<file path="src/rtl/alu_result_stage.sv">
// Result stage after the 64-bit adder: NZCV derivation, flag register, B.cond evaluation,
// and a 2-entry skid buffer toward the memory stage. ALU_STAGE_PERF_EN adds a stall counter.
module alu_result_stage #(
  parameter int unsigned WIDTH = 64
) (
  input  logic             clk,
  input  logic             reset,
  input  logic             in_valid,
  output logic             in_ready,
  input  logic [WIDTH-1:0] sum,
  input  logic             cout,
  input  logic             a_msb,
  input  logic             b_msb,
  input  logic             set_flags,
  input  logic             is_bcond,
  input  logic [3:0]       cond,
  output logic             out_valid,
  input  logic             out_ready,
  output logic [WIDTH-1:0] out_result,
  output logic [3:0]       out_nzcv,
  output logic             out_taken,
`ifdef ALU_STAGE_PERF_EN
  output logic [3:0]       flags_q,
  output logic [31:0]      perf_stall_cnt
`else
  output logic [3:0]       flags_q
`endif
);

  localparam int unsigned NZCV_W = 4;
  localparam int unsigned CNT_W  = 32;

  typedef enum logic [1:0] {
    ST_EMPTY = 2'd0,
    ST_ONE   = 2'd1,
    ST_FULL  = 2'd2
  } state_t;

  typedef struct packed {
    logic [WIDTH-1:0]  result;
    logic [NZCV_W-1:0] nzcv;
    logic              taken;
  } entry_t;

  state_t            r_state;
  state_t            w_state_nxt;
  entry_t            r_m;
  entry_t            r_k;
  entry_t            w_in_entry;
  logic              r_m_valid;
  logic              r_in_ready;
  logic [NZCV_W-1:0] r_flags;
  logic              w_accept;
  logic              w_load_m_in;
  logic              w_load_m_k;
  logic              w_load_k;
  logic              w_n;
  logic              w_z;
  logic              w_c;
  logic              w_v;
  logic              w_cond_true;
  logic              w_fn;
  logic              w_fz;
  logic              w_fc;
  logic              w_fv;

  assign w_accept = in_valid & r_in_ready;

  // Flags of the incoming adder result
  assign w_n = sum[WIDTH-1];
  assign w_z = (sum == '0);
  assign w_c = cout;
  assign w_v = (a_msb == b_msb) & (sum[WIDTH-1] != a_msb);

  // Branch condition is judged against the flags as they stood before this op
  assign {w_fn, w_fz, w_fc, w_fv} = r_flags;

  always_comb begin
    w_cond_true = 1'b1;
    case (cond)
      4'h0:    w_cond_true = w_fz;
      4'h1:    w_cond_true = ~w_fz;
      4'h2:    w_cond_true = w_fc;
      4'h3:    w_cond_true = ~w_fc;
      4'h4:    w_cond_true = w_fn;
      4'h5:    w_cond_true = ~w_fn;
      4'h6:    w_cond_true = w_fv;
      4'h7:    w_cond_true = ~w_fv;
      4'h8:    w_cond_true = w_fc & ~w_fz;
      4'h9:    w_cond_true = ~w_fc | w_fz;
      4'hA:    w_cond_true = (w_fn == w_fv);
      4'hB:    w_cond_true = (w_fn != w_fv);
      4'hC:    w_cond_true = ~w_fz & (w_fn == w_fv);
      4'hD:    w_cond_true = w_fz | (w_fn != w_fv);
      default: w_cond_true = 1'b1;
    endcase
  end

  assign w_in_entry.result = sum;
  assign w_in_entry.nzcv   = {w_n, w_z, w_c, w_v};
  assign w_in_entry.taken  = is_bcond & w_cond_true;

  // Skid-buffer next state and entry load controls
  always_comb begin
    w_state_nxt = r_state;
    w_load_m_in = 1'b0;
    w_load_m_k  = 1'b0;
    w_load_k    = 1'b0;
    case (r_state)
      ST_EMPTY: begin
        if (w_accept) begin
          w_load_m_in = 1'b1;
          w_state_nxt = ST_ONE;
        end
      end
      ST_ONE: begin
        if (out_ready && w_accept) begin
          w_load_m_in = 1'b1;
        end else if (out_ready) begin
          w_state_nxt = ST_EMPTY;
        end else if (w_accept) begin
          w_load_k    = 1'b1;
          w_state_nxt = ST_FULL;
        end
      end
      ST_FULL: begin
        if (out_ready) begin
          w_load_m_k  = 1'b1;
          w_state_nxt = ST_ONE;
        end
      end
      default: w_state_nxt = ST_EMPTY;
    endcase
  end

  always_ff @(posedge clk) begin
    if (reset) begin
      r_state    <= ST_EMPTY;
      r_m_valid  <= 1'b0;
      r_in_ready <= 1'b0;
      r_m        <= '0;
      r_k        <= '0;
      r_flags    <= '0;
    end else begin
      r_state    <= w_state_nxt;
      r_m_valid  <= (w_state_nxt != ST_EMPTY);
      r_in_ready <= (w_state_nxt != ST_FULL);
      if (w_load_m_in) begin
        r_m <= w_in_entry;
      end else if (w_load_m_k) begin
        r_m <= r_k;
      end
      if (w_load_k) begin
        r_k <= w_in_entry;
      end
      if (w_accept && set_flags && !is_bcond) begin
        r_flags <= w_in_entry.nzcv;
      end
    end
  end

  assign in_ready   = r_in_ready;
  assign out_valid  = r_m_valid;
  assign out_result = r_m.result;
  assign out_nzcv   = r_m.nzcv;
  assign out_taken  = r_m.taken;
  assign flags_q    = r_flags;

`ifdef ALU_STAGE_PERF_EN
  logic [CNT_W-1:0] r_perf_cnt;

  // Saturating count of cycles where the producer was held off
  always_ff @(posedge clk) begin
    if (reset) begin
      r_perf_cnt <= '0;
    end else if (in_valid && !r_in_ready && (r_perf_cnt != {CNT_W{1'b1}})) begin
      r_perf_cnt <= r_perf_cnt + CNT_W'(1);
    end
  end

  assign perf_stall_cnt = r_perf_cnt;
`endif

endmodule

</file>
<file path="config.mk">
export PLATFORM = sky130hd
export DESIGN_NAME = alu_result_stage
export DESIGN_NICKNAME = d
export VERILOG_FILES = /design/src/rtl/alu_result_stage.sv
export SDC_FILE = /design/constraint.sdc
export NUM_CORES = 1
export LEC_CHECK = 0
export ABC_AREA = 1
export BUFFER_PORTS_ARGS = -buffer_cell sky130_fd_sc_hd__buf_2
export CAP_MARGIN = 0
export CORE_ASPECT_RATIO = 1.2
export CORE_MARGIN = 5
export CORE_UTILIZATION = 35
export CTS_CLUSTER_DIAMETER = 100
export DETAILED_ROUTE_END_ITERATION = 6
export MAX_ROUTING_LAYER = met4
export SYNTH_ARGS = -nofsm -noshare
export SYNTH_HDL_FRONTEND = slang
export SYNTH_SLANG_ARGS = --single-unit
</file>
<file path="constraint.sdc">
create_clock -name clk -period 4.1 [get_ports clk]
set_input_delay 0.205 -clock clk [delete_from_list [all_inputs] [get_ports clk]]
set_output_delay 0.205 -clock clk [all_outputs]
set_load 0.005 [all_outputs]
</file>
# Word level (Yosys, flattened, before mapping)
# Index checks and enable logic that the tools add are counted.
dict set report classes {
  addsub 0
  multipliers 0
  n_div 0
  order_cmp 0
  n_eq_ne 20
  shift 0
  muxes 17
  bitwise 11
  n_reduce_logical 9
}
# operator n
set ops {}
lappend ops {{$mux W69} 2}
lappend ops {{$logic_not A64 Y1} 1}
lappend ops {{$eq A4 B4 Y1 const B} 6}
lappend ops {{$eq A4 B3 Y1 const B} 4}
lappend ops {{$pmux W1 S14} 1}
lappend ops {{$mux W2} 5}
lappend ops {{$eq A4 B2 Y1 const B} 2}
lappend ops {{$mux W1} 7}
lappend ops {{$pmux W2 S3} 1}
lappend ops {{$and A1 B1 Y1} 5}
lappend ops {{$eq A4 B1 Y1 const B} 1}
lappend ops {{$logic_not A4 Y1} 1}
lappend ops {{$not A1 Y1} 4}
lappend ops {{$reduce_bool A2 Y1} 2}
lappend ops {{$logic_and A1 B1 Y1} 3}
lappend ops {{$eq A1 B1 Y1} 2}
lappend ops {{$eq A2 B1 Y1 const B} 1}
lappend ops {{$eq A2 B2 Y1 const B} 1}
lappend ops {{$logic_not A2 Y1} 1}
lappend ops {{$ne A1 B1 Y1} 2}
lappend ops {{$ne A2 B2 Y1 const B} 1}
lappend ops {{$or A1 B1 Y1} 2}
lappend ops {{$pmux W1 S2} 1}
lappend ops {{$logic_not A1 Y1} 1}
dict set report word_totals {
  regBits 146
  latchBits 0
  mem_bits_rw 0
  rom_bits 0
  inputBits 77
  out_inout_bits 75
  wordCells 67
  n_memories 0
}

# Longest topological paths before layout
# Gate-level depths: netlist (run 1).
dict set report depth {
  word_depth 6
  mapped_depth 11
}

# Worst setup path after synthesis (run 1)
# Ideal clock, no wire load.
dict set report synth_timing {
  path_type {register to register}
  start {reg r_in_ready, in the netlist in_ready}
  end {reg r_m, in the netlist out_result[23]}
  setup_time_ps 122
  arrival_time_ps 1270
  required_time_ps 3978
  slack_ps 2709
  stages_incl_launch_ff 8
  n_path_buf 2
  period_less_slack_ps 1391
  path_cell_list {dfxtp_1 -> nand2_1 -> nor3_4 -> inv_4 -> nand2_2 -> buf_4 -> buf_2 -> a21oi_1}
}
dict set report synth_via {
  elab_chain_cells 5
  elab_cells_between_ends 7
  cone_classes {mux: 4; bitwise: 1; reduce/logical: 2}
}
# item line_no
set synth_rtl {}
lappend synth_rtl {{from (decl)} 51} ;# logic r_in_ready;
lappend synth_rtl {{from (signal assigned)} 147} ;# r_in_ready <= (w_state_nxt != ST_FULL);
lappend synth_rtl {{$and A1 B1 Y1 (*)} 67} ;# assign w_accept = in_valid & r_in_ready;
lappend synth_rtl {{$logic_and A1 B1 Y1} 117} ;# if (out_ready && w_accept) begin
lappend synth_rtl {{$mux W1} 117}
lappend synth_rtl {{$pmux W1 S2 (*)} 109} ;# case (r_state)
lappend synth_rtl {{$mux W69 / $reduce_bool A2 Y1 (equally long branches)} -}
lappend synth_rtl {{to (signal assigned)} 149} ;# r_m <= w_in_entry;
lappend synth_rtl {{to (signal assigned)} 151} ;# r_m <= r_k;
lappend synth_rtl {{to (decl)} 47} ;# entry_t r_m;
# Mark *: on every way between the ends. The rest lies on a longest branch, timed or not.
# A chain may end at the register's enable or synchronous reset.

# Worst setup path after layout (run 1)
dict set report layout_timing {
  start {reg r_in_ready, in the netlist in_ready}
  end {reg r_m, in the netlist out_result[22]}
}
# The elaborated chain is that of the path after synthesis.

==> flow_summary.ini, run 1 <==
[yosys]
syn_nets = 891
synth.distinct_cells = 22
synth_seq_area_share = 0.482
syn_area_um2 = 5980
synth_xor_area_frac = 0
synthSimpleGateAreaFrac = 0.130
synth_warnings = 0
synth-compound-area-share = 0.290
netlist_instances = 814
synthAdderAreaFrac = 0
ys_ff_latch = 144
muxShareOfSynthArea = 0
syn_avg_cell_area_um2 = 7.35
synth_top_family_by_area = compound AO/OA/AOI/OAI gates

[detailed_routing]
drc = 0
vias = 5586
avgViaCountPerCell = 4.82
firstDrtPassIters = 4
drtAntennaViolNets = 0
drt-wirelength-per-cell_um = 13.3
wl_um = 15400
drt_iter0_markers = 353

[floorplanning]
initial_utilization = 0.355
dieArea_um2 = 19800
num_rows = 52
die_w_um = 129
die_y_um = 153
core_um2 = 16900
ios = 152

[setup_path]
reg2reg_from = in_ready
r2r_slack_ps = 1240
startpoint = in_ready
cp_top_family = simple AND/OR/NAND/NOR gates
crit_chain = nand2_1 > nor3_4 > inv_4 > nand2_4 > o21ai_0 > a21oi_1
end_kind = register
slowest_delay_ps = 910
r2r_end = out_result[22]
cp-start-kind = register
criticalPathCategory = reg2reg
r2r_cells = 6
path_buf_inv = 1
crit_arrival_ps = 3200
cp_slowest_cell = nand2_4
path_max_fanout = 126
cp.required_ps = 4430

[sta]
rsz0062_at_grt = no
finalWorstPathRequiredPeriod_ps = 2860
worst_slew_pin_slew_ps = 1130
max_slew_margin = 0.249
final-setup-viol-count = 0
finClkSkew_ps = 7.52
finalWorstSetupSlack_ps = 1240
hold_violations = 0
timing.setup.tns_ps = 0
fmax_mhz = 349
period_share = 0.699
drv_slew = 0

[clock_network]
cts_tree = built
path_clk_slew_ps = 60
cts_resized = 0
cts-root-buf = clkbuf_16
clk_path_buf_depth = 2
numCtsBuffers = 17
clock_sinks = 144
cts_setup_buffers = 0
h-tree-depth = 4
ctsHoldBuffers = 0
clk_latency_ps = 410

[global_route]
antenna_found_initial = 1
grt_pass1_vias = 5116
grt_max_degree = 127
grt_pass1_wl_um = 24800
grt-ovfl-total = 0
grt.total_usage = 0.158

[hold_path]
hold_path_depth = 2
hold_path_end = r_state[1]
hold_path_startpoint = reset
min-delay-path-class = in2reg

[pwr]
p_leak_nw = 3.33
ir_drop_mv = 0.259
power_density_nw_per_um2 = 484
power_mw = 3.60

[placed_design]
place_inst = 1126
preCtsSetupSlack_ps = 1240
dpl.hpwl_um = 10100
globalplace.congestion = 0.815
portBuffers = 151

[final_layout]
final_common_cell = o21ai_0
mostFrequentLayoutCells = o21ai_0, buf_2, dfxtp_1
fill_cells = 1763
syn2layout_area_growth_pct = 24.4
fin_cells = 1159
nets = 1006
final_layout_size_suffix_gt1_frac = 0.207

[run_status]
status = completed

[flow_run]
drv_cap = 0
==> cell usage after synthesis <==
cell type / n / share of area
nor3_4: 1 / 0.0027
a31oi_1: 1 / 0.0010
nor2_1: 65 / 0.041
nand2_1: 97 / 0.061
clkbuf_1: 27 / 0.017
nor3_1: 2 / 0.0017
nand4_1: 8 / 0.0084
buf_4: 3 / 0.0038
inv_1: 73 / 0.046
a21oi_1: 137 / 0.11
nand3_1: 12 / 0.010
dfxtp_1: 144 / 0.48
o21ai_0: 158 / 0.13
nand2_2: 1 / 0.0010
buf_6: 6 / 0.011
buf_2: 23 / 0.019
o21ai_1: 50 / 0.042
inv_2: 1 / 0.00063
inv_4: 1 / 0.0010
and2_0: 2 / 0.0021
or2_2: 1 / 0.0010
nor2_2: 1 / 0.0010
==> through the flow <==
step	hold slack, ps	util	cell area [um^2]
2_1_floorplan	274	-	5980
3_3_place_gp	439	0.400	6750
3_5_place_dp	444	0.400	6750
4_1_cts	9.79	0.441	7440
5_1_grt	20.3	0.442	7440
6_report	28.1	0.442	7440
==> where the power goes <==
part	leakage [nW]	internal (mW)	switching, mW
Combinational	1.82	0.128	0.204
Clock	0.339	1.20	0.583
Sequential	1.17	1.46	0.0283
Total	3.33	2.79	0.815
==> worst max path at each step <==
stage | endpoint | depth (start not counted)
floorplan | out_result[23] | 7
global placement | out_nzcv[0] | 8
detailed placement | out_result[29] | 6
CTS | out_result[22] | 6
global route | out_taken | 6
finish | out_result[22] | 6
==> layout make-up <==
type	count	area (um^2)	area share
flip-flops and latches	144	2880	0.387
multi-input cells	536	2520	0.339
repair buffers	155	786	0.106
clock buffers	24	522	0.0701
inverters	75	285	0.0383
well taps	216	270	0.0363
clock inverters	8	171	0.0230
diodes	1	2.50	0.000336
==> logic make-up (layout without fill, tap and decap cells) <==
| group | after synthesis | after routing |
|---|---|---|
| flip-flops | 144 | 144 |
| AO/OA/AOI/OAI | 346 | 346 |
| AND/OR/NAND/NOR | 190 | 190 |
| buffers and inverters | 134 | 262 |
| other | 0 | 1 |
==> flip-flops by register name, indices dropped and copies added (netlist names) <==
register / count
r_k: 68
out_result: 64
flags_q: 4
out_nzcv: 3
r_state: 2
in_ready: 1
out_taken: 1
out_valid: 1
==> layer usage <==
metal | up-vias | global-route usage | wire (um)
li1 | 2950 | - | -
met1 | 2500 | 0.200 | 7150
met2 | 122 | 0.251 | 7340
met3 | 14 | 0.0314 | 696
met4 | 0 | 0.0550 | 201
met5 | - | - | 0
Power figures use the tool's default switching activity.
==> inputs of run 2 (changes only) <==
==> constraint.sdc (replaced) <==
create_clock -name clk -period 2.74 [get_ports clk]
set_input_delay 0.137 -clock clk [delete_from_list [all_inputs] [get_ports clk]]
set_output_delay 0.137 -clock clk [all_outputs]
set_load 0.005 [all_outputs]
==> flow_summary.ini, run 2 (synthesis gave the netlist of run 1 again) <==
[run_status]
status = completed

[sta]
worst_slew_pin_slew_ps = 515
hold_violations = 0
drv_slew = 0
final-setup-viol-count = 0
rsz0062_at_grt = no
period_share = 0.657
holdWs_ps = 19.6
finalWorstPathRequiredPeriod_ps = 1800
timing.setup.tns_ps = 0
max_slew_margin = 0.656
fmax_mhz = 556
finClkSkew_ps = 5.52

[placed_design]
portBuffers = 151
dpl.hpwl_um = 10400
place_inst = 1132
globalplace.congestion = 0.827

[clock_network]
cts-root-buf = clkbuf_16
numCtsBuffers = 17
clk_latency_ps = 410
path_clk_slew_ps = 60
clock_sinks = 144
h-tree-depth = 4
cts_setup_buffers = 0
ctsHoldBuffers = 8
cts_tree = built
cts_resized = 0
clk_path_buf_depth = 2

[global_route]
grt-ovfl-total = 0
grt.total_usage = 0.161
grt_pass1_wl_um = 25400
antenna_found_initial = 0
grt_max_degree = 125
grt_pass1_vias = 5252

[final_layout]
mostFrequentLayoutCells = o21ai_0, buf_2, dfxtp_1
fill_cells = 1748
antenna_cells = 0
post-route-util = 0.444
final_layout_size_suffix_gt1_frac = 0.206
syn2layout_area_growth_pct = 25.0
largest_register_ffs = 68
nets = 1020
fin_cells = 1171
regArea_um2 = 2880
multi_input_area_um2 = 2520
regMostFlops = r_k
final_common_cell = o21ai_0

[setup_path]
r2r_slack_ps = 940
startpoint = in_ready
cp.required_ps = 3040
cp-start-kind = register
end_kind = register
reg2reg_from = in_ready
r2r_cells = 9
criticalPathCategory = reg2reg
r2r_end = out_nzcv[0]
crit_arrival_ps = 2100
path_max_fanout = 57

[detailed_routing]
drt_iter0_markers = 393
drt-wirelength-per-cell_um = 13.2
avgViaCountPerCell = 4.79
firstDrtPassIters = 4
vias = 5609
drc = 0
drtAntennaViolNets = 0
wl_um = 15400

[hold_path]
hold_path_end = out_result[1]
hold_path_depth = 3
min-delay-path-class = in2reg
hold_path_startpoint = sum[1]

[floorplanning]
die_w_um = 129
die_y_um = 153
core_um2 = 16900
dieArea_um2 = 19800
num_rows = 52
ios = 152
initial_utilization = 0.355

[pwr]
p_leak_nw = 3.35
ir_drop_mv = 0.334
power_density_nw_per_um2 = 653

[flow_run]
drv_cap = 0
[run 2: cell count changes in the layout (fill, tap and decap cells not counted), moves of 3 or more]
cell           delta
dlygate4sd3_1     +8
buf_12            +5
bufinv_16         -5
clkbuf_1          +3
clkinv_2          +3
[run 2: per-layer routing]
layer  part of all wire  global-route usage  wire (um)  up-vias
met1               0.46               0.200       7150     2500
met2               0.47               0.259       7320      113
met5                  0                   -          0        -
met3              0.047              0.0391        729       15
li1                   -                   -          -     2981
met4              0.016              0.0505        242        0
[run 2: power breakdown]
part           leakage (nW)  switching [mW]  internal [mW]
Sequential             1.17          0.0412           2.19
Combinational          1.91           0.308          0.213
Clock                 0.272           0.839           1.29
[run 2: how the worst max path moves through the flow]
stage	to	slack (ps)	depth (start not counted)
global placement	out_nzcv[0]	920	9
CTS	out_nzcv[0]	900	9
global route	r_k[0]	680	6
floorplan	out_result[23]	1350	7
finish	out_nzcv[0]	940	9
detailed placement	out_nzcv[0]	920	9
[run 2: final cells by class]
class,instances,area share
Tap cell,216,0.0361
Sequential cell,144,0.385
Clock inverter,5,0.00368
Multi-Input combinational cell,536,0.337
Inverter,75,0.0381
Clock buffer,26,0.0694
Timing Repair Buffer,169,0.130
[run 2: metrics by stage]
| step | power, mW | area [um^2] | worst slack, ps |
|---|---|---|---|
| after global placement | 2.79 | 6850 | 920 |
| final | 4.88 | 7480 | 940 |
| after CTS | 4.96 | 7480 | 900 |
| after global routing | 5.15 | 7480 | 681 |
| after detailed placement | 2.79 | 6850 | 915 |
| after floorplan | 2.57 | 5980 | 1350 |
[run 2: critical path: stages, from the launching register on]
cell,delay [ps]
dfxtp_1,320
nand2_1,120
nor3_4,170
buf_4,220
inv_4,60
nand2_4,260
buf_12,270
inv_1,60
a21oi_1,120
a21oi_1,70
==> inputs of run 3 (changes only) <==
==> constraint.sdc (replaced) <==
create_clock -name clk -period 1.8 [get_ports clk]
set_input_delay 0.09 -clock clk [delete_from_list [all_inputs] [get_ports clk]]
set_output_delay 0.09 -clock clk [all_outputs]
set_load 0.005 [all_outputs]
==> flow_summary.ini, run 3 (synthesis gave the netlist of run 1 again) <==
[run_status]
status = completed

[detailed_routing]
firstDrtPassIters = 4
avgViaCountPerCell = 4.75
wl_um = 15900
drtAntennaViolNets = 0
drt_iter0_markers = 332
vias = 5845
drc = 0
drt-wirelength-per-cell_um = 12.9

[pwr]
pwr-share-comb = 0.118
power_switching_mw = 1.94
ir_drop_mv = 0.699
switching_share = 0.254
intPower_mw = 5.68
clkPwrFrac = 0.437
seq_power_share = 0.446
power_density_nw_per_um2 = 942
p_leak_nw = 3.60
power_mw = 7.62

[hold_path]
hold_path_startpoint = sum[28]
min-delay-path-class = in2reg

[clock_network]
h-tree-depth = 4
ctsHoldBuffers = 64
numCtsBuffers = 17
clk_latency_ps = 410
cts-root-buf = clkbuf_16
cts_setup_buffers = 0
clock_sinks = 144
cts_tree = built
path_clk_slew_ps = 60
clk_path_buf_depth = 2
cts_resized = 0

[final_layout]
largest_register_ffs = 68
multi_input_area_um2 = 2520
nets = 1078
regMostFlops = r_k
antenna_cells = 0
post-route-util = 0.480
final_common_cell = o21ai_0
syn2layout_area_growth_pct = 35.2
fill_cells = 1726
fin_cells = 1230
mostFrequentLayoutCells = o21ai_0, buf_2, dfxtp_1
regArea_um2 = 2880
final_layout_size_suffix_gt1_frac = 0.198

[floorplanning]
die_w_um = 129
num_rows = 52
die_y_um = 153
dieArea_um2 = 19800
core_um2 = 16900
ios = 152
initial_utilization = 0.355

[sta]
finalWorstSetupSlack_ps = 281
rsz0062_at_grt = no
worst_slew_pin_slew_ps = 514
hold_violations = 0
timing.setup.tns_ps = 0
period_share = 0.844
final-setup-viol-count = 0
max_slew_margin = 0.657
drv_slew = 0
fmax_mhz = 659
finClkSkew_ps = 10.2
finalWorstPathRequiredPeriod_ps = 1520

[global_route]
grt_max_degree = 141
grt.total_usage = 0.168
grt-ovfl-total = 0
grt_pass1_vias = 5524
antenna_found_initial = 0
grt_pass1_wl_um = 26400

[setup_path]
startpoint = in_ready
slowest_delay_ps = 330
reg2reg_from = in_ready
end_kind = register
crit_arrival_ps = 1850
crit_chain = nand2_1 > nor3_4 > inv_4 > nand2_4 > buf_12 > o21ai_0 > a21oi_1
cp_slowest_cell = dfxtp_1
cp-start-kind = register
criticalPathCategory = reg2reg
path_max_fanout = 69
cp.required_ps = 2140

[placed_design]
preCtsSetupSlack_ps = 290
dpl.hpwl_um = 10200
portBuffers = 151
place_inst = 1134
globalplace.congestion = 0.807

[flow_run]
drv_cap = 0
## run 3: cell types whose count changed in the layout (fill, tap and decap cells not counted)
cell and change:
clkbuf_8 -5, clkinv_4 +1, clkinv_2 -1, inv_6 +3, clkinvlp_4 +3, buf_12 +2, bufinv_16 +1, clkbuf_1 -1
dlygate4sd3_1 +56
## run 3: final timing paths
kind	endpoint	slack [ps]	cells past startpoint
max	out_result[26]	280	7
min	r_k[33]	20	3
max reg2reg	out_result[26]	280	7
min reg2reg	r_k[56]	450	2
## run 3: per-layer routing
| layer | global-route usage | routed length, um | up-vias | part of all wire |
|---|---|---|---|---|
| li1 | - | - | 3096 | - |
| met1 | 0.211 | 7550 | 2623 | 0.47 |
| met2 | 0.266 | 7510 | 111 | 0.47 |
| met3 | 0.0384 | 622 | 15 | 0.039 |
| met4 | 0.0555 | 223 | 0 | 0.014 |
| met5 | - | 0 | - | 0 |
## run 3: area by class of cell
class                   instances  area share
clock buffers                  20      0.0552
multi-input cells             536       0.312
clock inverters                12      0.0136
flip-flops and latches        144       0.356
inverters                      75      0.0353
well taps                     216      0.0334
repair buffers                227       0.195
## run 3: through the flow
stage,hold slack [ps],instance area [um^2]
global route,19.5,8090
global placement,330,6890
floorplan,159,5980
detailed placement,326,6890
CTS,2.47,8090
finish,20.3,8090
## run 3: power groups by stage
stage                     Sequential (mW)  Combinational, mW  Clock, mW
final                                3.40              0.895       3.33
after global routing                 3.41               1.02       3.60
after CTS                            3.40              0.910       3.44
after detailed placement             3.46              0.799          0
after global placement               3.46              0.792          0
after floorplan                      3.47              0.440          0
## run 3: worst max-delay path, delay by kind of cell (launching register included)
family	cells	cell delay (ps)
flip-flops	1	330
AND/OR/NAND/NOR	3	460
AO/OA/AOI/OAI	2	280
buffers and inverters	2	340
